--- config.mk ---
export PLATFORM = sky130hd
export DESIGN_NAME = pocket_i2s_rx
export DESIGN_NICKNAME = d
export VERILOG_FILES = /design/src/rtl/pocket_i2s_rx.sv
export SDC_FILE = /design/constraint.sdc
export NUM_CORES = 1
export LEC_CHECK = 0
export BUFFER_PORTS_ARGS = -buffer_cell sky130_fd_sc_hd__buf_2
export CAP_MARGIN = 20
export CORE_MARGIN = 3
export CORE_UTILIZATION = 35
export CTS_CLUSTER_DIAMETER = 50
export DETAILED_ROUTE_END_ITERATION = 16
export GPL_TIMING_DRIVEN = 0
export SYNTH_ARGS = -nofsm -noshare
export SYNTH_HDL_FRONTEND = slang
export SYNTH_SLANG_ARGS = --single-unit
--- constraint.sdc ---
create_clock -name clk_sys -period 2.6 [get_ports clk_sys]
set_input_delay 0.13 -clock clk_sys [delete_from_list [all_inputs] [get_ports clk_sys]]
set_output_delay 0.13 -clock clk_sys [all_outputs]
set_load 0.01 [all_outputs]
--- src/rtl/pocket_i2s_rx.sv ---
// I2S receiver: synchronizes sclk/lrck/data into clk_sys, assembles 16-bit
// stereo samples, and tracks frame integrity and lock.
module pocket_i2s_rx #(
  parameter int unsigned STALL_CYCLES = 1024
) (
  input  logic        clk_sys,
  input  logic        reset,
  input  logic        audio_sclk,
  input  logic        audio_lrck,
  input  logic        audio_dac,
  output logic [15:0] audio_l,
  output logic [15:0] audio_r,
  output logic        sample_valid,
  output logic        frame_err,
  output logic        locked
);

  localparam int SW = $clog2(STALL_CYCLES + 1);
  localparam logic [SW-1:0] STALL_MAX = SW'(STALL_CYCLES);

  logic [2:0]    sclk_r;
  logic [1:0]    lrck_r;
  logic [1:0]    dac_r;
  logic          prev_lrck_r;
  logic          started_r;
  logic          seen_r;
  logic [5:0]    cnt_r;
  logic [15:0]   shift_r;
  logic [15:0]   hold_l_r;
  logic          left_ok_r;
  logic [1:0]    good_r;
  logic [SW-1:0] stall_r;

  logic sclk_evt_s;
  logic boundary_s;
  logic len_ok_s;
  logic stalled_s;

  // The very first event after reset only learns lrck, so a mid-word release
  // never looks like a real channel boundary.
  assign sclk_evt_s = sclk_r[1] & ~sclk_r[2];
  assign boundary_s = sclk_evt_s & started_r & (lrck_r[1] != prev_lrck_r);
  assign len_ok_s   = (cnt_r >= 6'd16);
  assign stalled_s  = (stall_r == STALL_MAX);

  // Synchronizers, framing state machine and registered outputs.
  always_ff @(posedge clk_sys or posedge reset) begin
    if (reset) begin
      sclk_r       <= 3'b000;
      lrck_r       <= 2'b00;
      dac_r        <= 2'b00;
      prev_lrck_r  <= 1'b0;
      started_r    <= 1'b0;
      seen_r       <= 1'b0;
      cnt_r        <= 6'd0;
      shift_r      <= 16'h0000;
      hold_l_r     <= 16'h0000;
      left_ok_r    <= 1'b0;
      good_r       <= 2'd0;
      stall_r      <= '0;
      audio_l      <= 16'h0000;
      audio_r      <= 16'h0000;
      sample_valid <= 1'b0;
      frame_err    <= 1'b0;
      locked       <= 1'b0;
    end else begin
      sclk_r       <= {sclk_r[1:0], audio_sclk};
      lrck_r       <= {lrck_r[0], audio_lrck};
      dac_r        <= {dac_r[0], audio_dac};
      sample_valid <= 1'b0;
      frame_err    <= 1'b0;

      if (sclk_evt_s) begin
        stall_r <= '0;
      end else if (!stalled_s) begin
        stall_r <= stall_r + 1'b1;
      end

      if (stalled_s) begin
        locked    <= 1'b0;
        left_ok_r <= 1'b0;
        good_r    <= 2'd0;
        seen_r    <= 1'b0;
      end

      if (sclk_evt_s) begin
        started_r   <= 1'b1;
        prev_lrck_r <= lrck_r[1];
        if (boundary_s) begin
          cnt_r  <= 6'd0;
          seen_r <= 1'b1;
          // The half preceding the first boundary is partial: skip it entirely.
          if (seen_r) begin
            if (len_ok_s) begin
              if (prev_lrck_r) begin
                hold_l_r  <= shift_r;
                left_ok_r <= 1'b1;
              end else begin
                if (left_ok_r) begin
                  audio_l      <= hold_l_r;
                  audio_r      <= shift_r;
                  sample_valid <= 1'b1;
                  if (good_r != 2'd2) good_r <= good_r + 2'd1;
                  if (good_r != 2'd0) locked <= 1'b1;
                end
                left_ok_r <= 1'b0;
              end
            end else begin
              left_ok_r <= 1'b0;
              frame_err <= 1'b1;
              good_r    <= 2'd0;
              locked    <= 1'b0;
            end
          end
        end else begin
          if (cnt_r != 6'd63) cnt_r <= cnt_r + 6'd1;
          // This event's count is cnt_r+1; bits 1..16 carry the word.
          if (cnt_r < 6'd16) shift_r <= {shift_r[14:0], dac_r[1]};
        end
      end
    end
  end

endmodule
==> impl_metrics.toml <==
[setup_path]
cp_max_fo = 10
crit_path_end_kind = "flop"
cp-endpoint = "audio_l[9]"
crit_slowest_cell = "dfrtp_1"
crit_path_start_kind = "flop"
worstPathArrival_ns = 2.13
r2r_end = "audio_l[9]"
ff2ff_path_depth = 6
rrSetupSlack_ns = 0.71
crit_chain = "nor2b_1, buf_2, nand3_2, nor2_4, buf_4, mux2_2"
path_class = "flop to flop"
startpoint = "sclk_r[1]"
required_ns = 2.84
cpPeakStageDelay_ns = 0.35
r2r_start = "sclk_r[1]"

[grt]
grt_antenna_before_repair = 0
overflow = 0
track_usage_pct = 11.09
grt_pass1_wl_um = 11290
grt_max_degree = 39
first_global_vias = 2267

[place]
dp_hpwl_um = 4510
port_buffers = 39
place.gp.congestion = 0.7207

[clocking]
h-tree-depth = 3
numCtsBuffers = 9
clockRootBuffer = "clkbuf_8"
clk_latency_ns = 0.36
cts_setup_buffers = 0
clock-sinks = 97
cts_tree = "built"
clk_pin_slew_ns = 0.09
clockBufferDepth = 2

[synth]
ys_ff_latch = 97
synth-edff-count = 0
synthDistinctLibCells = 39
yosys_warnings = 0
synthSimpleGateAreaFrac_pct = 8.184
ys_seq_area_share_pct = 62.26
synth_flop_cell = "dfrtp_1"
synth_compound_area_share_pct = 2.728
syn_area_sq_mm = 0.003899
synth_top_family_by_area = "multiplexers"
synthMuxAreaShare_pct = 21.12
async_reset_ff_share_pct = 100.0
synth_xor_xnor_area_share_pct = 2.696
synthAdderAreaFrac_pct = 0.9628
syn_inst = 262
avgSynthCellArea_sq_um = 14.88
syn-num-nets = 270

[sta]
fin_tns_setup_ns = 0
finClkSkew_ns = 0.01502
max_freq_mhz = 528.8
slew_violations = 0
setup_viol = 0
maxSlewHeadroom_pct = 64.52
rsz0062_at_grt = "no"
timing_hold_violations_final = 0
fin_crit_sh_pct = 72.73
hold_slack_ns = 0.3543
min_period_ns = 1.891
max_slew.worst_pin.slew_ns = 0.5311

[drt]
firstDrtPassIters = 4
vias_per_cell = 4.763
drtIter0Drc = 39
post_drt_wl_per_cell_um = 14.26
vias = 2186
finalWirelength_um = 6544
ant_nets = 0
drc_errors = 0

[floorplan]
pin_count = 40
rows = 37
die_width_um = 111.5
core_sq_mm = 0.01056
start_util_pct = 36.94
die_h_um = 111.5
dieArea_sq_mm = 0.01244

[finish]
drive_gt1_share_pct = 42.11
nets = 326
area_growth_pct = 16.46
insertedDiodeCount = 0

[worst_hold_path]
worstHoldStart = "lrck_r[0]"
hold_depth = 0
worst_hold_path_type = "flop to flop"

[power]
ir_drop_mv = 0.2990
p_per_area_mw_per_mm2 = 683.9
cellLeakagePower_uw = 0.002311

[outcome]
status = "completed"

[run]
maxCapViolations = 0
kinds of logic after synthesis:
kind of cell,Yosys count
AO/OA/AOI/OAI,17
flip-flops,97
AND/OR/NAND/NOR,54
adder cells (fa/ha/maj),3
XOR/XNOR,12
buffers and inverters,12
multiplexers,67
layout make-up:
type                       count  area (sq um)
fill                         987          6015
multi-input combinational    153          1391
timing repair buffer          45         275.3
clock buffer                  10         137.6
sequential                    97          2427
buffer                         8         65.06
clock inverter                 6         55.05
inverter                       4         18.77
tap                          136         170.2
layer usage:
layer | part of all wire (%) | global-route usage [%] | vias up
met5 | 0 | 0 | -
met4 | 1.5 | 4.380 | 0
met3 | 2.9 | 2.283 | 9
met2 | 46 | 17.25 | 30
met1 | 49 | 15.30 | 1113
li1 | - | - | 1034
where the power goes:
group	leakage (uW)	internal (uW)	switching (uW)
logic	0.000915	203	123
registers	0.00130	1670	165
clock network	0.0000998	395	552
cell usage after synthesis (2+ instances only):
master    number  area (sq um)
nor2_4         2         22.52
inv_1          4         15.01
and3_1         3         18.77
nor2_1        17         63.81
mux2i_1        2         20.02
mux2_4        19         285.3
buf_4          3         22.52
ha_1           3         37.54
nand2_1        6         22.52
xor2_1         9         78.83
or3_1          4         25.02
buf_6          3         33.78
mux2_2        45         506.7
xnor2_1        3         26.28
o211ai_1       3         22.52
dfrtp_1       97          2427
nand3_1        5         25.02
o21ai_0        4         20.02
nor3_1         2         10.01
nand4_1        4         25.02
a21oi_1        6         30.03
per-stage QoR:
stage	worst slack, ns	cells	instance area, sq um	util [%]	total power [uW]
after floorplan	0.9103	262	3902	-	2086
after global placement	0.6631	437	4268	40.43	2167
after detailed placement	0.6980	439	4308	40.81	2187
after CTS	0.6904	459	4541	43.02	3147
after global routing	0.5801	459	4541	43.02	3286
final	0.7090	459	4541	43.02	3105
critical path, delay by kind of cell (launching register included):
family | cells | cell delay (ns)
simple gates | 3 | 0.58
buf+inv | 2 | 0.50
flops | 1 | 0.35
mux | 1 | 0.35
how the worst min path moves through the flow:
stage | slack (ns) | to
after CTS | 0.36 | dac_r[0]
after global placement | 0.24 | sclk_r[0]
after global routing | 0.36 | dac_r[1]
after detailed placement | 0.21 | sclk_r[0]
after floorplan | 0.16 | dac_r[0]
final | 0.35 | lrck_r[1]
state kept, by name, summed over array words and instances (netlist names), 2 cells and up:
register	flops
audio_r	16
hold_l_r	16
shift_r	16
sclk_r	3
dac_r	2
stall_r	11
good_r	2
audio_l	16
cnt_r	6
lrck_r	2
placed cells by master, fill, tap and decap left out, types with 2 or more instances in the layout:
cell type       n
a21oi_1         6
and3_1          3
buf_12          2
buf_2          40
buf_4           3
buf_6           3
clkbuf_8       10
clkinv_4        2
dfrtp_1        97
dlygate4sd3_1   4
ha_1            3
inv_1           3
inv_6           3
mux2_2         45
mux2_4         19
mux2i_1         2
nand2_1         6
nand3_1         5
nand4_1         4
nor2_1         17
nor2_4          2
nor3_1          2
o211ai_1        3
o21ai_0         4
or3_1           4
xnor2_1         3
xor2_1          9
what timing repair did:
item	CTS	global route
endpoints found under the hold margin	26	0
hold buffers	4	0
gates resized for setup	0	0
Power figures use the tool's default switching activity.
